$ cat src/rtl/seg7_scan_ctrl.sv
// Memory-mapped seven-segment scan controller: DATA / CTRL / DP registers, hex decode, per-digit blanking.
// Optional brightness duty in CTRL[7:4] when SEG7_DIM_EN is defined.
module seg7_scan_ctrl #(
    parameter int NUM_DIGITS = 8,
    parameter int SCAN_DIV   = 50000
) (
    input  logic                  clk,
    input  logic                  rst,
    input  logic                  seg_cs,
    input  logic                  seg_we,
    input  logic [1:0]            seg_addr,
    input  logic [31:0]           seg_wdata,
    output logic [31:0]           seg_rdata,
    output logic [NUM_DIGITS-1:0] seg_an,
    output logic [7:0]            seg_out
);

    localparam int CW = (SCAN_DIV > 1) ? $clog2(SCAN_DIV) : 1;
    localparam int IW = (NUM_DIGITS > 1) ? $clog2(NUM_DIGITS) : 1;
    localparam int DW = 4 * NUM_DIGITS;

    logic [DW-1:0]         data_q;
    logic [NUM_DIGITS-1:0] dp_q;
    logic [NUM_DIGITS-1:0] blank_q;
    logic                  en_q;
`ifdef SEG7_DIM_EN
    logic [3:0]            duty_q;
`endif
    logic [CW-1:0]         div_cnt;
    logic [IW-1:0]         idx;

    logic [31:0]           ctrl_word;
    logic [31:0]           rd_mux;
    logic                  slot_on;
    logic [NUM_DIGITS-1:0] an_next;
    logic [7:0]            seg_next;
    logic                  unused_wdata;

    assign unused_wdata = ^seg_wdata;

    function automatic logic [6:0] hex7(input logic [3:0] v);
        case (v)
            4'h0: hex7 = 7'h3F;
            4'h1: hex7 = 7'h06;
            4'h2: hex7 = 7'h5B;
            4'h3: hex7 = 7'h4F;
            4'h4: hex7 = 7'h66;
            4'h5: hex7 = 7'h6D;
            4'h6: hex7 = 7'h7D;
            4'h7: hex7 = 7'h07;
            4'h8: hex7 = 7'h7F;
            4'h9: hex7 = 7'h6F;
            4'hA: hex7 = 7'h77;
            4'hB: hex7 = 7'h7C;
            4'hC: hex7 = 7'h39;
            4'hD: hex7 = 7'h5E;
            4'hE: hex7 = 7'h79;
            default: hex7 = 7'h71;
        endcase
    endfunction

    always_comb begin
        ctrl_word = '0;
        ctrl_word[0] = en_q;
        ctrl_word[8 +: NUM_DIGITS] = blank_q;
`ifdef SEG7_DIM_EN
        ctrl_word[7:4] = duty_q;
`endif
    end

    always_comb begin
        case (seg_addr)
            2'd0:    rd_mux = 32'(data_q);
            2'd1:    rd_mux = ctrl_word;
            2'd2:    rd_mux = 32'(dp_q);
            default: rd_mux = '0;
        endcase
    end

`ifdef SEG7_DIM_EN
    // Five spare bits keep (D+1)*SCAN_DIV exact before the >>4.
    localparam int TW = CW + 5;
    logic [TW-1:0] on_limit;
    always_comb begin
        on_limit = ((TW'(duty_q) + TW'(1)) * TW'(SCAN_DIV)) >> 4;
        slot_on  = TW'(div_cnt) < on_limit;
    end
`else
    assign slot_on = 1'b1;
`endif

    always_comb begin
        an_next  = '0;
        seg_next = '0;
        if (en_q && !blank_q[idx] && slot_on) begin
            an_next[idx] = 1'b1;
            seg_next     = {dp_q[idx], hex7(data_q[{idx, 2'b00} +: 4])};
        end
    end

    always_ff @(posedge clk or negedge rst) begin
        if (!rst) begin
            data_q    <= '0;
            dp_q      <= '0;
            blank_q   <= '0;
            en_q      <= 1'b1;
`ifdef SEG7_DIM_EN
            duty_q    <= 4'hF;
`endif
            div_cnt   <= '0;
            idx       <= '0;
            seg_rdata <= '0;
            seg_an    <= '0;
            seg_out   <= '0;
        end else begin
            if (seg_cs && seg_we) begin
                case (seg_addr)
                    2'd0: data_q <= seg_wdata[DW-1:0];
                    2'd1: begin
                        en_q    <= seg_wdata[0];
                        blank_q <= seg_wdata[8 +: NUM_DIGITS];
`ifdef SEG7_DIM_EN
                        duty_q  <= seg_wdata[7:4];
`endif
                    end
                    2'd2: dp_q <= seg_wdata[NUM_DIGITS-1:0];
                    default: ;
                endcase
            end
            if (seg_cs && !seg_we)
                seg_rdata <= rd_mux;

            if (!en_q) begin
                div_cnt <= '0;
                idx     <= '0;
            end else if (div_cnt == CW'(SCAN_DIV - 1)) begin
                div_cnt <= '0;
                idx     <= (idx == IW'(NUM_DIGITS - 1)) ? '0 : idx + IW'(1);
            end else begin
                div_cnt <= div_cnt + CW'(1);
            end

            seg_an  <= an_next;
            seg_out <= seg_next;
        end
    end

endmodule

$ cat config.mk
export PLATFORM = sky130hd
export DESIGN_NAME = seg7_scan_ctrl
export DESIGN_NICKNAME = d
export VERILOG_FILES = /design/src/rtl/seg7_scan_ctrl.sv
export SDC_FILE = /design/constraint.sdc
export NUM_CORES = 1
export LEC_CHECK = 0
export CORE_ASPECT_RATIO = 0.5
export CORE_MARGIN = 2
export CORE_UTILIZATION = 55
export DETAILED_ROUTE_END_ITERATION = 7
export PLACE_DENSITY = 0.82
export SLEW_MARGIN = 30
export SYNTH_ARGS = -nofsm -noshare
export SYNTH_HDL_FRONTEND = slang
export SYNTH_SLANG_ARGS = --single-unit
export TNS_END_PERCENT = 1
$ cat constraint.sdc
create_clock -name clk -period 3.6 [get_ports clk]
set_input_delay 0.9 -clock clk [delete_from_list [all_inputs] [get_ports clk]]
set_output_delay 0.9 -clock clk [all_outputs]
set_load 0.02 [all_outputs]
==> impl_metrics.json <==
{
  "tightest_slew_ps": 819,
  "critPathLaunchType": "flop",
  "rsz0062_at_grt": "no",
  "setup_tns_ps": 0,
  "drt-total-wl_mm": 11.8,
  "synth_edf_count": 0,
  "ir_drop_mv": 0.408,
  "holdWs_ps": 476,
  "period_share_pct": 85.0,
  "finalNetCount": 554,
  "cts_tree": "done",
  "synth_cells": 419,
  "syn_avg_cell_area_um2": 12.6,
  "grt_antenna_before_repair": 0,
  "ctsRootBufferMaster": "clkbuf_16",
  "yosysWarnings": 0,
  "postRouteAntennaNets": 0,
  "clock_skew_ps": 11.8,
  "syn_area_um2": 5270,
  "async_flop_share_pct": 100,
  "synth_fp_nets": 465,
  "path_clk_slew_ps": 60,
  "drv_slew": 0,
  "yosys-top-cells-count": "dfrtp_1 (115), mux2_2 (50), nand2_1 (30), mux2i_1 (27), nor2_1 (24)",
  "grt_use_total_pct": 24.8,
  "setup_viol": 0,
  "first_pass_iters": 5,
  "holdBufCountCts": 0,
  "finalHoldViolCount": 0,
  "crit_arrival_ps": 3390,
  "viasPerCell": 5.73,
  "ys_seq_area_share_pct": 55.1,
  "drc": 0,
  "area_growth_pct": 30.6,
  "dp_cells": 610,
  "fin_crit_ps": 3060,
  "yosysTopAreaCell": "dfrtp_1",
  "io_buffers": 85,
  "cts_made_buffers": 17,
  "post_dp_cell_area_um2": 6260,
  "dieArea_um2": 10400,
  "dp_hpwl_mm": 7.99,
  "clock_latency_ps": 410,
  "hp-class": "flop to flop",
  "final-seq-area_um2": 2900,
  "wire_per_inst_um": 18.4,
  "synth_area_leaders": "dfrtp_1 (55%), mux2_2 (11%), mux2i_1 (5.1%)",
  "n_fill_cell": 631,
  "io_pins": 86,
  "slew_headroom_pct": 45.4,
  "cts_resized": 0,
  "fmax_mhz": 327,
  "path_class": "flop to flop",
  "cp.required_ps": 3930,
  "synth.top_cell.area_share_pct": 54.6,
  "power_mw": 4.24,
  "std_cell_rows": 25,
  "postCtsSetupBuffers": 0,
  "grt_pass1_wl_mm": 19.3,
  "powerDensity_nw_per_um2": 616,
  "yosysMostFrequentCell": "dfrtp_1",
  "outcome": "complete, no violations",
  "grt_pass1_vias": 3724,
  "grt_overflow": 0,
  "die_h_um": 73.2,
  "multi_input_area_um2": 2260,
  "drive_gt1_share_pct": 21.3,
  "final_cells": 642,
  "die_w_um": 142,
  "initial_core_util_pct": 56.1,
  "stdcell_area_um2": 6880,
  "core_um2": 9380,
  "p_leak_nw": 2.98,
  "clock-sinks": 116,
  "diodes": 0,
  "place_congestion": 0.800,
  "drtIter0Drc": 265,
  "synth.distinct_cells": 47,
  "drv_cap": 0,
  "cp_max_fo": 22,
  "grt_max_degree": 60,
  "ys_seq_elements": 116,
  "vias": 3680,
  "endpoint_kind": "flop",
  "ys.flop_type": "dfrtp_1",
  "ctsLongestPathBuffers": 2,
  "cts_htree_levels": 4
}
## where the power goes
group / internal (mW) / switching, mW / leakage, nW / total (mW)
logic: 0.406 / 0.369 / 1.19 / 0.775
clock network: 1.17 / 0.603 / 0.295 / 1.78
registers: 1.51 / 0.176 / 1.50 / 1.69
## metal layers
layer  GRT usage, %  wire (um)
met1           34.9       5530
met2           38.1       5490
met3           6.56        668
met4           8.69        135
met5              0          0
## per-stage QoR
| stage | utilization [%] | setup WS, ps |
|---|---|---|
| 4_1_cts | 73.3 | 539 |
| 2_1_floorplan | - | 1180 |
| 3_3_place_gp | 66.5 | 670 |
| 5_1_grt | 73.3 | 337 |
| 6_report | 73.3 | 540 |
| 3_5_place_dp | 66.7 | 565 |
## cells in the final DEF (no fill, tap or decap), drive strengths merged, types with 9 or more instances in the layout
cell           Yosys  final
nor3              11     11
clkbuf            11     19
nor2              24     24
nand2             30     30
a22o              17     17
and3               9      9
mux2i             27     27
o21ai             17     17
mux2              55     55
clkdlybuf4s50      0     84
dfrtp            115    115
## sequential cells by signal, summed over array words and instances, names as in the netlist
signal,cells
dp_q,8
seg_rdata,32
seg_an,8
data_q,32
idx,3
seg_out,8
en_q,1
div_cnt,16
blank_q,8
## layout make-up
cell class	count	share of cell area, %
repair buffers	92	13.3
inverters	7	0.382
well taps	121	2.20
clock inverters	13	2.65
flip-flops and latches	116	42.2
multi-input cells	274	32.9
clock buffers	19	6.44
## path summary, 6_finish.rpt
path / startpoint / cells after the start / slack, ps / end
setup / recovery: idx[0] / 6 / 540 / seg_out[3]
hold / removal: seg_rdata[11] / 2 / 480 / seg_rdata[11]
setup reg to reg: idx[0] / 6 / 540 / seg_out[3]
hold reg to reg: seg_rdata[11] / 2 / 480 / seg_rdata[11]
max in group asynchronous: rst / 2 / 2280 / en_q
min in group asynchronous: rst / 1 / 540 / seg_rdata[11]
## worst max-delay path, stage by stage, from the launching register on
cell and delay [ps]:
dfrtp_1 870, mux4_2 600, mux2i_1 510, inv_1 130
ha_1 280, mux4_2 460, nor2_1 110
## cell families after synthesis
group	after synthesis	share of synthesized area [%]
mux	89	20.0
xor+xnor	16	2.66
flops	116	55.1
simple gates	109	10.6
fa+ha+maj	8	1.90
buf+inv	29	2.45
compound gates	52	7.34
No activity file was read; power rests on OpenSTA's default activity.
